## src/rtl/cla_wide_add_seq_if.sv

```systemverilog
// Operand/result bundle between the ALU issue logic (master) and the
// multi-precision add/sub sequencer (slave).
interface cla_wide_add_seq_if #(
    parameter int WORDS = 4
);
    localparam int N = 16 * WORDS;

    logic         start;
    logic         sub;
    logic [N-1:0] a;
    logic [N-1:0] b;
    logic         ready;
    logic         busy;
    logic         done;
    logic [N-1:0] sum;
    logic         cout;
    logic         ovf;

    modport master (
        output start, sub, a, b,
        input  ready, busy, done, sum, cout, ovf
    );

    modport slave (
        input  start, sub, a, b,
        output ready, busy, done, sum, cout, ovf
    );
endinterface

```

## src/rtl/cla_wide_add_seq.sv

```systemverilog
// Multi-precision add/subtract: WORDS x 16-bit slices pushed LSW first through one
// shared 16-bit carry-lookahead adder, with the slice carry registered between cycles.
module cla_wide_add_seq #(
    parameter int WORDS = 4
) (
    input  logic              clk,
    input  logic              rst,
    cla_wide_add_seq_if.slave bus
);
    localparam int IDX_W = $clog2(WORDS);

    localparam logic [1:0] S_IDLE = 2'd0;
    localparam logic [1:0] S_RUN  = 2'd1;
    localparam logic [1:0] S_DONE = 2'd2;

    // Two-level lookahead: 4-bit groups, group generate/propagate feeding group carries.
    function automatic logic [16:0] cla16(input logic [15:0] x, input logic [15:0] y,
                                          input logic ci);
        logic [15:0] g;
        logic [15:0] p;
        logic [3:0]  gg;
        logic [3:0]  gp;
        logic [16:0] c;
        g = x & y;
        p = x ^ y;
        for (int j = 0; j < 4; j++) begin
            gg[j] = g[4*j+3]
                  | (p[4*j+3] & g[4*j+2])
                  | (p[4*j+3] & p[4*j+2] & g[4*j+1])
                  | (p[4*j+3] & p[4*j+2] & p[4*j+1] & g[4*j]);
            gp[j] = &p[4*j +: 4];
        end
        c     = '0;
        c[0]  = ci;
        c[4]  = gg[0] | (gp[0] & ci);
        c[8]  = gg[1] | (gp[1] & gg[0]) | (gp[1] & gp[0] & ci);
        c[12] = gg[2] | (gp[2] & gg[1]) | (gp[2] & gp[1] & gg[0])
              | (gp[2] & gp[1] & gp[0] & ci);
        c[16] = gg[3] | (gp[3] & gg[2]) | (gp[3] & gp[2] & gg[1])
              | (gp[3] & gp[2] & gp[1] & gg[0]) | (&gp & ci);
        for (int j = 0; j < 4; j++) begin
            for (int k = 0; k < 3; k++) begin
                c[4*j+k+1] = g[4*j+k] | (p[4*j+k] & c[4*j+k]);
            end
        end
        return {c[16], p ^ c[15:0]};
    endfunction

    logic [1:0]             state_q, state_d;
    logic [IDX_W-1:0]       idx_q, idx_d;
    logic                   carry_q, carry_d;
    logic [WORDS-1:0][15:0] a_q, a_d;
    logic [WORDS-1:0][15:0] b_q, b_d;
    logic [WORDS-1:0][15:0] sum_q, sum_d;
    logic                   cout_q, cout_d;
    logic                   ovf_q, ovf_d;
    logic [16:0]            cla_res;
    logic                   last_slice;

    assign cla_res    = cla16(a_q[idx_q], b_q[idx_q], carry_q);
    assign last_slice = (idx_q == IDX_W'(WORDS - 1));

    always_comb begin
        state_d = state_q;
        idx_d   = idx_q;
        carry_d = carry_q;
        a_d     = a_q;
        b_d     = b_q;
        sum_d   = sum_q;
        cout_d  = cout_q;
        ovf_d   = ovf_q;
        case (state_q)
            S_IDLE, S_DONE: begin
                if (bus.start) begin
                    // Subtract as a + ~b + 1: the +1 rides in on the first slice carry.
                    state_d = S_RUN;
                    a_d     = bus.a;
                    b_d     = bus.sub ? ~bus.b : bus.b;
                    carry_d = bus.sub;
                    idx_d   = '0;
                    sum_d   = '0;
                    cout_d  = 1'b0;
                    ovf_d   = 1'b0;
                end else begin
                    state_d = S_IDLE;
                end
            end
            S_RUN: begin
                sum_d[idx_q] = cla_res[15:0];
                carry_d      = cla_res[16];
                if (last_slice) begin
                    state_d = S_DONE;
                    cout_d  = cla_res[16];
                    ovf_d   = (a_q[WORDS-1][15] == b_q[WORDS-1][15])
                            && (cla_res[15] != a_q[WORDS-1][15]);
                end else begin
                    idx_d = idx_q + 1'b1;
                end
            end
            default: state_d = S_IDLE;
        endcase
    end

    always_ff @(posedge clk) begin
        if (rst) begin
            state_q <= S_IDLE;
            idx_q   <= '0;
            carry_q <= 1'b0;
            sum_q   <= '0;
            cout_q  <= 1'b0;
            ovf_q   <= 1'b0;
        end else begin
            state_q <= state_d;
            idx_q   <= idx_d;
            carry_q <= carry_d;
            sum_q   <= sum_d;
            cout_q  <= cout_d;
            ovf_q   <= ovf_d;
        end
    end

    // Operand latches are only read in RUN, which always follows a fresh load.
    always_ff @(posedge clk) begin
        a_q <= a_d;
        b_q <= b_d;
    end

    assign bus.ready = (state_q == S_IDLE) || (state_q == S_DONE);
    assign bus.busy  = (state_q == S_RUN);
    assign bus.done  = (state_q == S_DONE);
    assign bus.sum   = sum_q;
    assign bus.cout  = cout_q;
    assign bus.ovf   = ovf_q;
endmodule
```

## src/flat_wrapper.sv

```systemverilog
// flat-port wrapper written by rule: the top's interface ports become plain ports
module cla_wide_add_seq_flat 
#(
    parameter int WORDS = 4
)
  (clk, rst, bus_start, bus_sub, bus_a, bus_b, bus_ready, bus_busy, bus_done, bus_sum, bus_cout, bus_ovf);
  cla_wide_add_seq_if #(.WORDS(WORDS)) bus_i ();
  input  logic clk;
  input  logic rst;
  input wire logic [$bits(bus_i.start)-1:0] bus_start;
  input wire logic [$bits(bus_i.sub)-1:0] bus_sub;
  input wire logic [$bits(bus_i.a)-1:0] bus_a;
  input wire logic [$bits(bus_i.b)-1:0] bus_b;
  output wire logic [$bits(bus_i.ready)-1:0] bus_ready;
  output wire logic [$bits(bus_i.busy)-1:0] bus_busy;
  output wire logic [$bits(bus_i.done)-1:0] bus_done;
  output wire logic [$bits(bus_i.sum)-1:0] bus_sum;
  output wire logic [$bits(bus_i.cout)-1:0] bus_cout;
  output wire logic [$bits(bus_i.ovf)-1:0] bus_ovf;
  assign bus_i.start = bus_start;
  assign bus_i.sub = bus_sub;
  assign bus_i.a = bus_a;
  assign bus_i.b = bus_b;
  assign bus_ready = bus_i.ready;
  assign bus_busy = bus_i.busy;
  assign bus_done = bus_i.done;
  assign bus_sum = bus_i.sum;
  assign bus_cout = bus_i.cout;
  assign bus_ovf = bus_i.ovf;
  cla_wide_add_seq #(.WORDS(WORDS)) u_core (.clk(clk), .rst(rst), .bus(bus_i));
endmodule
```

## config.mk

```make
export PLATFORM = sky130hd
export DESIGN_NAME = cla_wide_add_seq_flat
export DESIGN_NICKNAME = d
export VERILOG_FILES = /design/src/rtl/cla_wide_add_seq_if.sv /design/src/rtl/cla_wide_add_seq.sv /design/src/flat_wrapper.sv
export SDC_FILE = /design/constraint.sdc
export NUM_CORES = 1
export LEC_CHECK = 0
export BUFFER_PORTS_ARGS = -buffer_cell sky130_fd_sc_hd__buf_2
export CORE_ASPECT_RATIO = 2
export CORE_UTILIZATION = 35
export DETAILED_ROUTE_END_ITERATION = 10
export GPL_ROUTABILITY_DRIVEN = 0
export PLACE_DENSITY_LB_ADDON = 0.2
export SLEW_MARGIN = 20
export SYNTH_ARGS = -nofsm -noshare
export SYNTH_HDL_FRONTEND = slang
export SYNTH_SLANG_ARGS = --single-unit
```

## constraint.sdc

```tcl
create_clock -name clk -period 5.92 [get_ports clk]
set_input_delay 0.888 -clock clk [delete_from_list [all_inputs] [get_ports clk]]
set_output_delay 0.888 -clock clk [all_outputs]
set_load 0.005 [all_outputs]
```

* Word-level counts from Yosys, hierarchy flattened
Index checks and enable logic that the tools add are counted.
Storage, ports and cells: bits in registers 199, output and inout port bits 69, logic and storage cells 151
Operators by class: add/sub/neg operators 1, magnitude comparators 2, equality and inequality tests 8, muxes and demuxes 23, bitwise operators 85, reduce and logical (&&, ||, !) cells 15
Operators with widths (count):
- $mux W64 | 2
- $pmux W64 S2 | 1
- $bmux W16 S2 | 2
- $bwmux W64 | 1
- $not A64 Y64 | 1
- $mux W16 | 3
- $and A1 B1 Y1 | 47
- $or A1 B1 Y1 | 34
- $demux W16 S2 | 1
- $xor A16 B16 Y16 | 2
- $and A16 B16 Y16 | 1
- $reduce_and A16 Y1 | 1
- $reduce_and A4 Y1 | 4
- $pmux W2 S2 | 2
- $mux W2 | 3
- $pmux W1 S2 | 3
- $reduce_and A3 Y1 | 2
- $mux W1 | 5
- $eq A2 B2 Y1 const B | 2
- $ne A2 B2 Y1 const B | 2
- $reduce_and A2 Y1 | 2
- $lt A2 B3 Y1 const B | 1
- $add A2 B1 Y2 const B | 1
- $eq A2 B1 Y1 const B | 1
- other kinds (9) | 10

* Logic depth before layout (Yosys ltp)
Gate-level depths: netlist of run 1.
depth in word-level cells 22, depth in mapped cells 17

* Worst setup path after synthesis of run 1
Ideal clock, no wire load.
path type register to register, from reg u_core.idx_q[0], to reg u_core.ovf_q, in the netlist u_core.bus.ovf, setup time 133 ps, data arrival time 4081 ps, required time 5787 ps, slack 1706 ps, stages on the path, launching flop included 18, buffers on the path 2, clock period less this slack 4214 ps, cell sequence dfxtp_1 buf_4 buf_2 mux4_2 ha_1 nand3_2 nor2_2 o311ai_1 a211o_1 nor3b_2 fa_1 fa_1 inv_1 fa_1 xnor2_1 and3_1 o21ai_0 a21oi_1
On the way: longest elaborated chain between the ends 22, elaborated cells on any way between the ends 55, those cells by class 3 x eq/ne; 6 x mux; 41 x bitwise; 5 x reduce/logical
Ends and longest elaborated chain:
- from (decl) | RTL line cla_wide_add_seq.sv:50 | logic [IDX_W-1:0] idx_q, idx_d;
- from (signal assigned) | RTL line cla_wide_add_seq.sv:114 | idx_q <= idx_d;
- $bmux W16 S2 | RTL line cla_wide_add_seq.sv:60 | assign cla_res = cla16(a_q[idx_q], b_q[idx_q], carry_q);
- $mux W16 (not written as such) | RTL line cla_wide_add_seq.sv:60
- $xor A16 B16 Y16 / $and A16 B16 Y16 (equally long branches) | RTL line cla_wide_add_seq.sv:25, cla_wide_add_seq.sv:24
- $and A1 B1 Y1 (on tied branches) | RTL line cla_wide_add_seq.sv:28, cla_wide_add_seq.sv:29, cla_wide_add_seq.sv:30
- $or A1 B1 Y1 (tied with other cells) | RTL line cla_wide_add_seq.sv:28 | | (p[4*j+3] & g[4*j+2])
- $or A1 B1 Y1 / $and A1 B1 Y1 (equally long branches) | RTL line cla_wide_add_seq.sv:29, cla_wide_add_seq.sv:30
- $or A1 B1 Y1 | RTL line cla_wide_add_seq.sv:30 | | (p[4*j+3] & p[4*j+2] & p[4*j+1] & g[4*j]);
- $and A1 B1 Y1 | RTL line cla_wide_add_seq.sv:37 | c[12] = gg[2] | (gp[2] & gg[1]) | (gp[2] & gp[1] & gg[0])
- (+6 left out)
- $or A1 B1 Y1 | RTL line cla_wide_add_seq.sv:43 | c[4*j+k+1] = g[4*j+k] | (p[4*j+k] & c[4*j+k]);
- $and A1 B1 Y1 | RTL line cla_wide_add_seq.sv:43
- $or A1 B1 Y1 | RTL line cla_wide_add_seq.sv:43
- $xor A16 B16 Y16 | RTL line cla_wide_add_seq.sv:46 | return {c[16], p ^ c[15:0]};
- $ne A1 B1 Y1 | RTL line cla_wide_add_seq.sv:95 | && (cla_res[15] != a_q[WORDS-1][15]);
- $logic_and A1 B1 Y1 | RTL line cla_wide_add_seq.sv:95
- $mux W1 | RTL line cla_wide_add_seq.sv:91 | if (last_slice) begin
- $pmux W1 S2 | RTL line cla_wide_add_seq.sv:72 | case (state_q)
- to (signal assigned) | RTL line cla_wide_add_seq.sv:118 | ovf_q <= ovf_d;
- to (decl) | RTL line cla_wide_add_seq.sv:56 | logic ovf_q, ovf_d;
Several ways; a longest one is shown, not always the timed one. The select of a mux whose other input is x is not followed. A chain may end at the register's enable or synchronous reset.

* Worst setup path in the final report of run 1
Same ends and word-level chain as after synthesis.

==> results_dict.tcl, run 1 <==
set metrics [dict create \
    status "finished, final reports clean" \
    dr.pass1.iters 6 \
    hold_buffers 0 \
    synthDistinctLibCells 50 \
    cts_resized 0 \
    p_comb_share_pct 17.0 \
    dp_hpwl_um 15400 \
    fin_util_pct 42.7 \
    drt-total-wl_um 20500 \
    timing.fmax_mhz 216 \
    multi_input_area_sq_mm 0.00306 \
    via_per_inst 4.80 \
    synth_enable_flop_cells 128 \
    start_util_pct 35.5 \
    slowest_delay_ns 0.58 \
    fin_nets 989 \
    worstPathRequired_ns 6.28 \
    cp_slowest_cell "mux4_2" \
    arrival_ns 4.99 \
    drv_slew 0 \
    critPathKind "reg2reg" \
    min_to "u_core.bus.sum[61]$_SDFFE_PP0P_" \
    end_kind "register" \
    htreeDepth 4 \
    clock_latency_ns 0.44 \
    yosys_warnings 0 \
    post-cts-setup-buffers 0 \
    period_share_pct 78.3 \
    cpMostUsedCell "fa_1" \
    pwr-share-seq_pct 50.6 \
    crit_path_cell_trace "buf_4, mux4_2, ha_1, and3_2, a221oi_1, a211o_1, nor3b_2, fa_1, fa_1, inv_1, fa_1, xnor2_1, and3_1, o21ai_0, a21oi_1" \
    netlist_area_sq_mm 0.00865 \
    slew_headroom_pct 33.1 \
    grt.total_usage_pct 16.9 \
    irDropWorstVdd_mv 0.165 \
    numPortBuffers 200 \
    rr_startpoint "u_core.idx_q[0]$_SDFFE_PP0P_" \
    yosysSeqAreaShare_pct 60.9 \
    cts_tree "built" \
    p_leak_nw 4.20 \
    clkPwrFrac_pct 32.3 \
    die_area_sq_mm 0.0254 \
    grt_overflow 0 \
    r2r_slack_ns 1.29 \
    worst_setup_path_start_kind "register" \
    grt_pass1_wl_um 30800 \
    num-fill-cells 2309 \
    clock_skew_ns 0.0120 \
    postRouteAntennaNets 0 \
    fin_cells 1128 \
    fin_tns_setup_ns 0 \
    io_pins 201 \
    first_global_vias 5466 \
    r2r_end "u_core.bus.ovf$_SDFFE_PP0P_" \
    cp_num_buf_inv 2 \
    path_clk_slew_ns 0.07 \
    rows 81 \
    seq_area_sq_mm 0.00527 \
    syn_area_per_cell_sq_um 13.6 \
    die_x_um 113 \
    grt_max_degree 90 \
    final-setup-viol-count 0 \
    final_cell_mix "buf_2 (199), edfxtp_1 (128), nor2_1 (72)" \
    clockRootBuffer "clkbuf_16" \
    crit_start "u_core.idx_q[0]$_SDFFE_PP0P_" \
    hold_class "reg2reg" \
    clockBufferDepth 2 \
    synth_fp_nets 800 \
    reg2reg_depth 15 \
    antenna_found_initial 0 \
    ys.flop_type "edfxtp_1" \
    drive_gt1_share_pct 34.7 \
    drc 0 \
    cts_buffers 17 \
    core-area_sq_mm 0.0243 \
    antenna_cells 0 \
    p_sw_mw 0.854 \
    crit_fanout 20 \
    syn_to_final_growth_pct 20.0 \
    wire_per_inst_um 18.1 \
    final_hold_viol_count 0 \
    yosys_register_bits 199 \
    place_inst 1096 \
    cap_viol_max_count 0 \
    swShare_pct 26.8 \
    die_h_um 224 \
    cts_num_sinks 199 \
    min_period_ns 4.63 \
    async_flop_share_pct 0 \
    final_common_cell "buf_2" \
    tightest_slew_ns 1.00 \
    drt-initial-drc-count 273 \
    power_density_mw_per_mm2 307 \
    vias 5419 \
    crit_family "adder cells" \
    synthCells 636 \
    holdCritStartpoint "u_core.bus.sum[61]$_SDFFE_PP0P_" \
    holdPathStages 2 \
    intPower_mw 2.33 \
    rsz0062_at_grt "no" \
]
==> area by class of cell <==
class	instances	share of cell area, %
tap	290	3.50
timing repair buffer	207	10.2
multi-input combinational	372	29.5
inverter	28	1.11
sequential	199	50.8
clock inverter	13	0.796
clock buffer	19	4.17
==> registers in the layout, indices dropped and copies added, names as in the netlist <==
signal	count
u_core.a_q	64
u_core.b_q	64
u_core.bus.cout	1
u_core.bus.ovf	1
u_core.bus.sum	64
u_core.carry_q	1
u_core.idx_q	2
u_core.state_q	2
==> layer usage <==
metal,global-route usage [%],routed length [um]
met3,3.75,705
met5,0,0
met4,5.98,283
met2,32.5,11900
met1,17.7,7610
==> through the flow <==
| stage | hold slack [ns] | worst slack [ns] | power [mW] | area, sq um |
|---|---|---|---|---|
| 2_1_floorplan | 0.446 | 1.71 | 1.98 | 8650 |
| 3_3_place_gp | 0.433 | 1.27 | 2.20 | 9860 |
| 3_5_place_dp | 0.439 | 1.24 | 2.21 | 9860 |
| 4_1_cts | 0.450 | 1.21 | 3.24 | 10400 |
| 5_1_grt | 0.471 | 0.783 | 3.34 | 10400 |
| 6_report | 0.446 | 1.29 | 3.19 | 10400 |
==> Yosys cell counts, drive strengths merged, types with 4 or more instances <==
cell type | instances | area (sq um)
a21oi | 28 | 140
a31oi | 35 | 219
and2 | 5 | 35.0
and3 | 4 | 26.3
buf | 31 | 186
clkbuf | 6 | 22.5
dfxtp | 71 | 1420
edfxtp | 128 | 3840
fa | 12 | 240
ha | 20 | 250
inv | 28 | 110
mux4 | 32 | 721
nand2 | 37 | 146
nand3 | 22 | 115
nor2 | 73 | 277
nor3 | 5 | 36.3
o21ai | 12 | 86.3
xnor2 | 4 | 35.0
xor2 | 64 | 561
==> power groups by stage <==
stage / clock network (mW) / registers (mW) / logic, mW
floorplan: 0 / 1.63 / 0.353
CTS: 1.06 / 1.62 / 0.562
global route: 1.11 / 1.62 / 0.608
global placement: 0 / 1.65 / 0.555
finish: 1.03 / 1.61 / 0.542
detailed placement: 0 / 1.65 / 0.560
==> worst min-delay path: cells and delay by family, from the launching register on <==
kind	cells	cell delay [ns]
AOI/OAI and AO/OA	1	0.05
DFF	1	0.31
and+or+nand+nor	1	0.05
==> cell families (layout without fill, tap and decap cells) <==
kind of cell | Yosys count | in the layout | share of synthesized area [%]
AO/OA/AOI/OAI | 85 | 85 | 6.27
XOR/XNOR | 68 | 68 | 6.89
adder cells (fa/ha/maj) | 32 | 32 | 5.67
buffers and inverters | 65 | 267 | 3.69
flip-flops | 199 | 199 | 60.9
multiplexers | 32 | 32 | 8.34
AND/OR/NAND/NOR | 155 | 155 | 8.25
==> worst max-delay path by stage <==
stage | slack, ns | endpoint | depth (start not counted)
after floorplan | 1.71 | u_core.bus.ovf$_SDFFE_PP0P_ | 17
after CTS | 1.21 | u_core.bus.ovf$_SDFFE_PP0P_ | 15
after detailed placement | 1.24 | u_core.bus.ovf$_SDFFE_PP0P_ | 15
final | 1.29 | u_core.bus.ovf$_SDFFE_PP0P_ | 15
after global routing | 0.78 | u_core.bus.ovf$_SDFFE_PP0P_ | 16
after global placement | 1.27 | u_core.bus.ovf$_SDFFE_PP0P_ | 16
No activity file was read; power rests on OpenSTA's default activity.
==> run 2, diff against run 1 <==
==> constraint.sdc (replaced) <==
create_clock -name clk -period 4.61 [get_ports clk]
set_input_delay 0.6915 -clock clk [delete_from_list [all_inputs] [get_ports clk]]
set_output_delay 0.6915 -clock clk [all_outputs]
set_load 0.005 [all_outputs]
==> results_dict.tcl, run 2 (same netlist as run 1, synthesis figures left out) <==
set metrics [dict create \
    postRouteAntennaNets 0 \
    seq_area_sq_mm 0.00527 \
    place_ws_ns 0.109 \
    grt_overflow 0 \
    worstPathRequired_ns 4.92 \
    drc 0 \
    htreeDepth 4 \
    drt-total-wl_um 20600 \
    cts_tree "built" \
    clockRootBuffer "clkbuf_16" \
    antenna_cells 0 \
    cap_viol_max_count 0 \
    critPathKind "reg2reg" \
    first_global_vias 5646 \
    rsz0062_at_grt "no" \
    io_pins 201 \
    p_leak_nw 4.28 \
    slew_headroom_pct 31.6 \
    clockBufferDepth 2 \
    cts_buffers 17 \
    vias 5506 \
    grt_pass1_wl_um 31500 \
    fin_tns_setup_ns 0 \
    core-area_sq_mm 0.0243 \
    status "finished, final reports clean" \
    drt-initial-drc-count 419 \
    dr.pass1.iters 4 \
    wl_met1_um 7590 \
    final_cell_mix "buf_2 (199), edfxtp_1 (128), nor2_1 (72)" \
    grt.total_usage_pct 17.0 \
    period_share_pct 93.4 \
    rows 81 \
    start_util_pct 35.5 \
    cts_num_sinks 199 \
    timing.fmax_mhz 232 \
    multi_input_area_sq_mm 0.00308 \
    power_density_mw_per_mm2 403 \
    setup_ws_ns 0.306 \
    hold_class "in2reg" \
    clock_latency_ns 0.44 \
    dp_hpwl_um 15500 \
    top_layer_used "met4" \
    final_common_cell "buf_2" \
    antenna_found_initial 0 \
    worst_setup_path_start_kind "register" \
    tightest_slew_ns 1.03 \
    final_area_sq_mm 0.0105 \
    drive_gt1_share_pct 35.8 \
    wl_met3_um 824 \
    drv_slew 0 \
    place_area_sq_mm 0.00992 \
    clock_skew_ns 0.00801 \
    fin_nets 998 \
    hold_buffers 0 \
    syn_to_final_growth_pct 22.0 \
    die_area_sq_mm 0.0254 \
    wire_per_inst_um 18.1 \
    via_per_inst 4.84 \
    crit_fanout 15 \
    hold_slack_ns 0.416 \
    die_h_um 224 \
    grt_max_degree 89 \
    num-fill-cells 2310 \
    arrival_ns 4.61 \
    path_clk_slew_ns 0.07 \
    final-setup-viol-count 0 \
    final_hold_viol_count 0 \
    wl_met2_um 11600 \
    irDropWorstVdd_mv 0.223 \
    numPortBuffers 200 \
    end_kind "register" \
    die_x_um 113 \
    min_period_ns 4.30 \
]
-- run 2: changes by cell type in the layout (fill, tap and decap cells not counted), moves of 2 or more --
cell,before,now
clkinv_1,4,2
bufinv_16,0,2
clkinv_4,2,0
buf_12,0,3
buf_4,8,14
-- run 2: worst paths after layout --
| check | start | slack [ns] | cells past startpoint | end |
|---|---|---|---|---|
| setup / recovery | u_core.idx_q[0]$_SDFFE_PP0P_ | 0.31 | 17 | u_core.bus.sum[47]$_SDFFE_PP0P_ |
| hold / removal | bus_a[24] | 0.42 | 1 | u_core.a_q[24]$_DFFE_PP_ |
| setup reg to reg | u_core.idx_q[0]$_SDFFE_PP0P_ | 0.31 | 17 | u_core.bus.sum[47]$_SDFFE_PP0P_ |
| hold reg to reg | u_core.bus.sum[61]$_SDFFE_PP0P_ | 0.44 | 2 | u_core.bus.sum[61]$_SDFFE_PP0P_ |
-- run 2: through the flow --
stage                     std cells  utilization (%)  total power, mW
after CTS                      1131             43.1             4.31
final                          1137             43.4             4.25
after floorplan                 636                -             2.55
after global placement         1099             40.8             2.85
after detailed placement       1099             40.8             2.86
after global routing           1137             43.4             4.44
-- run 2: timing repair --
| action | 4_1_cts | 5_1_grt |
|---|---|---|
| endpoints found under the setup margin | 0 | 4 |
| buffers inserted | 0 | 6 |
| resized for setup | 0 | 3 |
-- run 2: critical path, cell delays in order, from the launching register on --
cell and delay, ns:
dfxtp_4 0.45, buf_12 0.18, mux4_2 0.54, ha_1 0.33, nand3_2 0.08, nor2_2 0.13, o311ai_2 0.14, a211o_1 0.37
nor3b_2 0.19, fa_1 0.46, fa_1 0.42, inv_1 0.09, fa_1 0.20, xnor2_1 0.16, buf_4 0.19, nor2_1 0.04
a31oi_1 0.15, nor2_1 0.05
-- run 2: metal layers --
layer  vias up  track usage, %
met5         -               0
met4         0            7.68
met3        27            3.48
met2       153            31.9
met1      2649            18.1
li1       2677               -
-- run 2: where the power goes --
| part | internal (mW) | switching [mW] |
|---|---|---|
| sequential | 2.03 | 0.0429 |
| combinational | 0.308 | 0.426 |
| clock | 0.798 | 0.649 |
| total | 3.13 | 1.12 |
-- run 2: final cells by class --
cell class / count / area share, %
multi-input cells: 372 / 29.2
repair buffers: 216 / 11.0
well taps: 290 / 3.44
flip-flops and latches: 199 / 50.0
inverters: 28 / 1.07
clock inverters: 12 / 1.20
clock buffers: 20 / 4.14
==> run 3, diff against run 2 <==
--- a/config.mk
+++ b/config.mk
@@ -5,10 +5,10 @@
 export SDC_FILE = /design/constraint.sdc
 export NUM_CORES = 1
 export LEC_CHECK = 0
-export BUFFER_PORTS_ARGS = -buffer_cell sky130_fd_sc_hd__buf_2
 export CORE_ASPECT_RATIO = 2
-export CORE_UTILIZATION = 35
+export CORE_UTILIZATION = 50
 export DETAILED_ROUTE_END_ITERATION = 10
+export DONT_BUFFER_PORTS = 1
 export GPL_ROUTABILITY_DRIVEN = 0
 export PLACE_DENSITY_LB_ADDON = 0.2
 export SLEW_MARGIN = 20
==> results_dict.tcl, run 3 (same netlist as run 1, synthesis figures left out) <==
set metrics [dict create \
    status "finished, final reports clean" \
    slew_headroom_pct 52.6 \
    crit_fanout 20 \
    clock_latency_ns 0.44 \
    multi_input_area_sq_mm 0.00308 \
    power_density_mw_per_mm2 444 \
    start_util_pct 51.3 \
    cts_resized 0 \
    core-area_sq_mm 0.0168 \
    vias 4783 \
    worst_setup_path_start_kind "register" \
    final_hold_viol_count 0 \
    post-cts-setup-buffers 0 \
    antenna_found_initial 0 \
    end_kind "register" \
    die_h_um 188 \
    grt_max_degree 133 \
    clock_skew_ns 0.0154 \
    grt.total_usage_pct 20.8 \
    tightest_slew_ns 0.711 \
    htreeDepth 4 \
    irDropWorstVdd_mv 0.274 \
    grt_pass1_wl_um 26900 \
    first_global_vias 5026 \
    critPathKind "reg2reg" \
    clockBufferDepth 2 \
    dp_hpwl_um 13100 \
    rows 67 \
    cpMostUsedCell "fa_1" \
    die_x_um 95.0 \
    crit_path_cell_trace "buf_12, mux4_2, ha_1, nand3_2, nor2_2, o311ai_1, a211o_1, nor3b_2, fa_1, fa_1, inv_1, fa_1, xnor2_4, and3_1, o21ai_0, a21oi_1" \
    io_pins 201 \
    final-setup-viol-count 0 \
    p_leak_nw 3.37 \
    final_cell_mix "edfxtp_1 (128), nor2_1 (72), dfxtp_1 (69)" \
    seq_area_sq_mm 0.00527 \
    fin_util_pct 55.8 \
    final_common_cell "edfxtp_1" \
    wire_per_inst_um 20.9 \
    path_clk_slew_ns 0.08 \
    timing.fmax_mhz 231 \
    cap_viol_max_count 0 \
    postRouteAntennaNets 0 \
    slowest_delay_ns 0.53 \
    die_area_sq_mm 0.0179 \
    numPortBuffers 0 \
    power.total_mw 4.17 \
    worstPathRequired_ns 4.94 \
    period_share_pct 93.9 \
    hold_buffers 0 \
    setup_ws_ns 0.280 \
    cts_tree "built" \
    drt-total-wl_um 17700 \
    place_area_sq_mm 0.00880 \
    cts_num_sinks 199 \
    min_period_ns 4.33 \
    clockRootBuffer "clkbuf_16" \
    cts_buffers 17 \
    cp_slowest_cell "mux4_2" \
    fin_nets 792 \
    reg2reg_depth 16 \
    drive_gt1_share_pct 15.8 \
    final_area_sq_mm 0.00941 \
    dr.pass1.iters 5 \
    place_ws_ns 0.155 \
    drt-initial-drc-count 216 \
    arrival_ns 4.66 \
    antenna_cells 0 \
    syn_to_final_growth_pct 8.80 \
    num-fill-cells 1401 \
    drv_slew 0 \
    hold_class "in2reg" \
    grt_overflow 0 \
    holdPathStages 1 \
    drc 0 \
    via_per_inst 5.64 \
]
## run 3: cell count changes in the layout (fill, tap and decap cells not counted), moves of 2 or more
cell | before | now
inv_8 | 0 | 3
buf_2 | 199 | 0
clkinv_4 | 0 | 3
clkinv_1 | 2 | 0
clkbuf_1 | 3 | 0
buf_4 | 14 | 8
## run 3: metal layers
metal / part of all wire (%) / global-route usage (%) / wire (um)
met1: 35 / 22.1 / 6210
met2: 56 / 37.0 / 9820
met3: 6.7 / 5.60 / 1180
met4: 2.7 / 9.50 / 478
met5: 0 / 0 / 0
## run 3: through the flow
step	instances	TNS [ns]	hold WS, ns
3_3_place_gp	816	0	0.458
3_5_place_dp	816	0	0.472
6_report	848	0	0.321
4_1_cts	848	0	0.303
2_1_floorplan	636	0	0.446
5_1_grt	848	-0.0000639	0.300
## run 3: power by group
part	switching [mW]	internal, mW	leakage [nW]	total (mW)
Sequential	0.0468	2.03	1.80	2.07
Clock	0.720	0.770	0.283	1.49
Combinational	0.359	0.251	1.29	0.610
Total	1.13	3.05	3.37	4.17
## run 3: path summary, 6_finish.rpt
path | slack [ns] | start | end
worst max-delay path | 0.28 | u_core.idx_q[0]$_SDFFE_PP0P_ | u_core.bus.ovf$_SDFFE_PP0P_
worst min-delay path | 0.32 | rst | u_core.bus.sum[3]$_SDFFE_PP0P_
worst max register to register | 0.28 | u_core.idx_q[0]$_SDFFE_PP0P_ | u_core.bus.ovf$_SDFFE_PP0P_
worst min register to register | 0.47 | u_core.bus.sum[61]$_SDFFE_PP0P_ | u_core.bus.sum[61]$_SDFFE_PP0P_
## run 3: area by class of cell
class                           instances  share of cell area (%)
Timing Repair Buffer                   10                    1.06
Clock inverter                         15                    1.72
Clock buffer                           17                    4.52
Inverter                               28                    1.20
Multi-Input combinational cell        372                    32.7
Sequential cell                       199                    56.0
Tap cell                              207                    2.75
## run 3: critical path, delay by kind of cell (launching register included)
| kind | cells | cell delay [ns] |
|---|---|---|
| flip-flops | 1 | 0.41 |
| buffers and inverters | 2 | 0.29 |
| AO/OA/AOI/OAI | 4 | 0.75 |
| XOR/XNOR | 1 | 0.13 |
| AND/OR/NAND/NOR | 4 | 0.57 |
| multiplexers | 1 | 0.53 |
| adder cells (fa/ha/maj) | 4 | 1.51 |
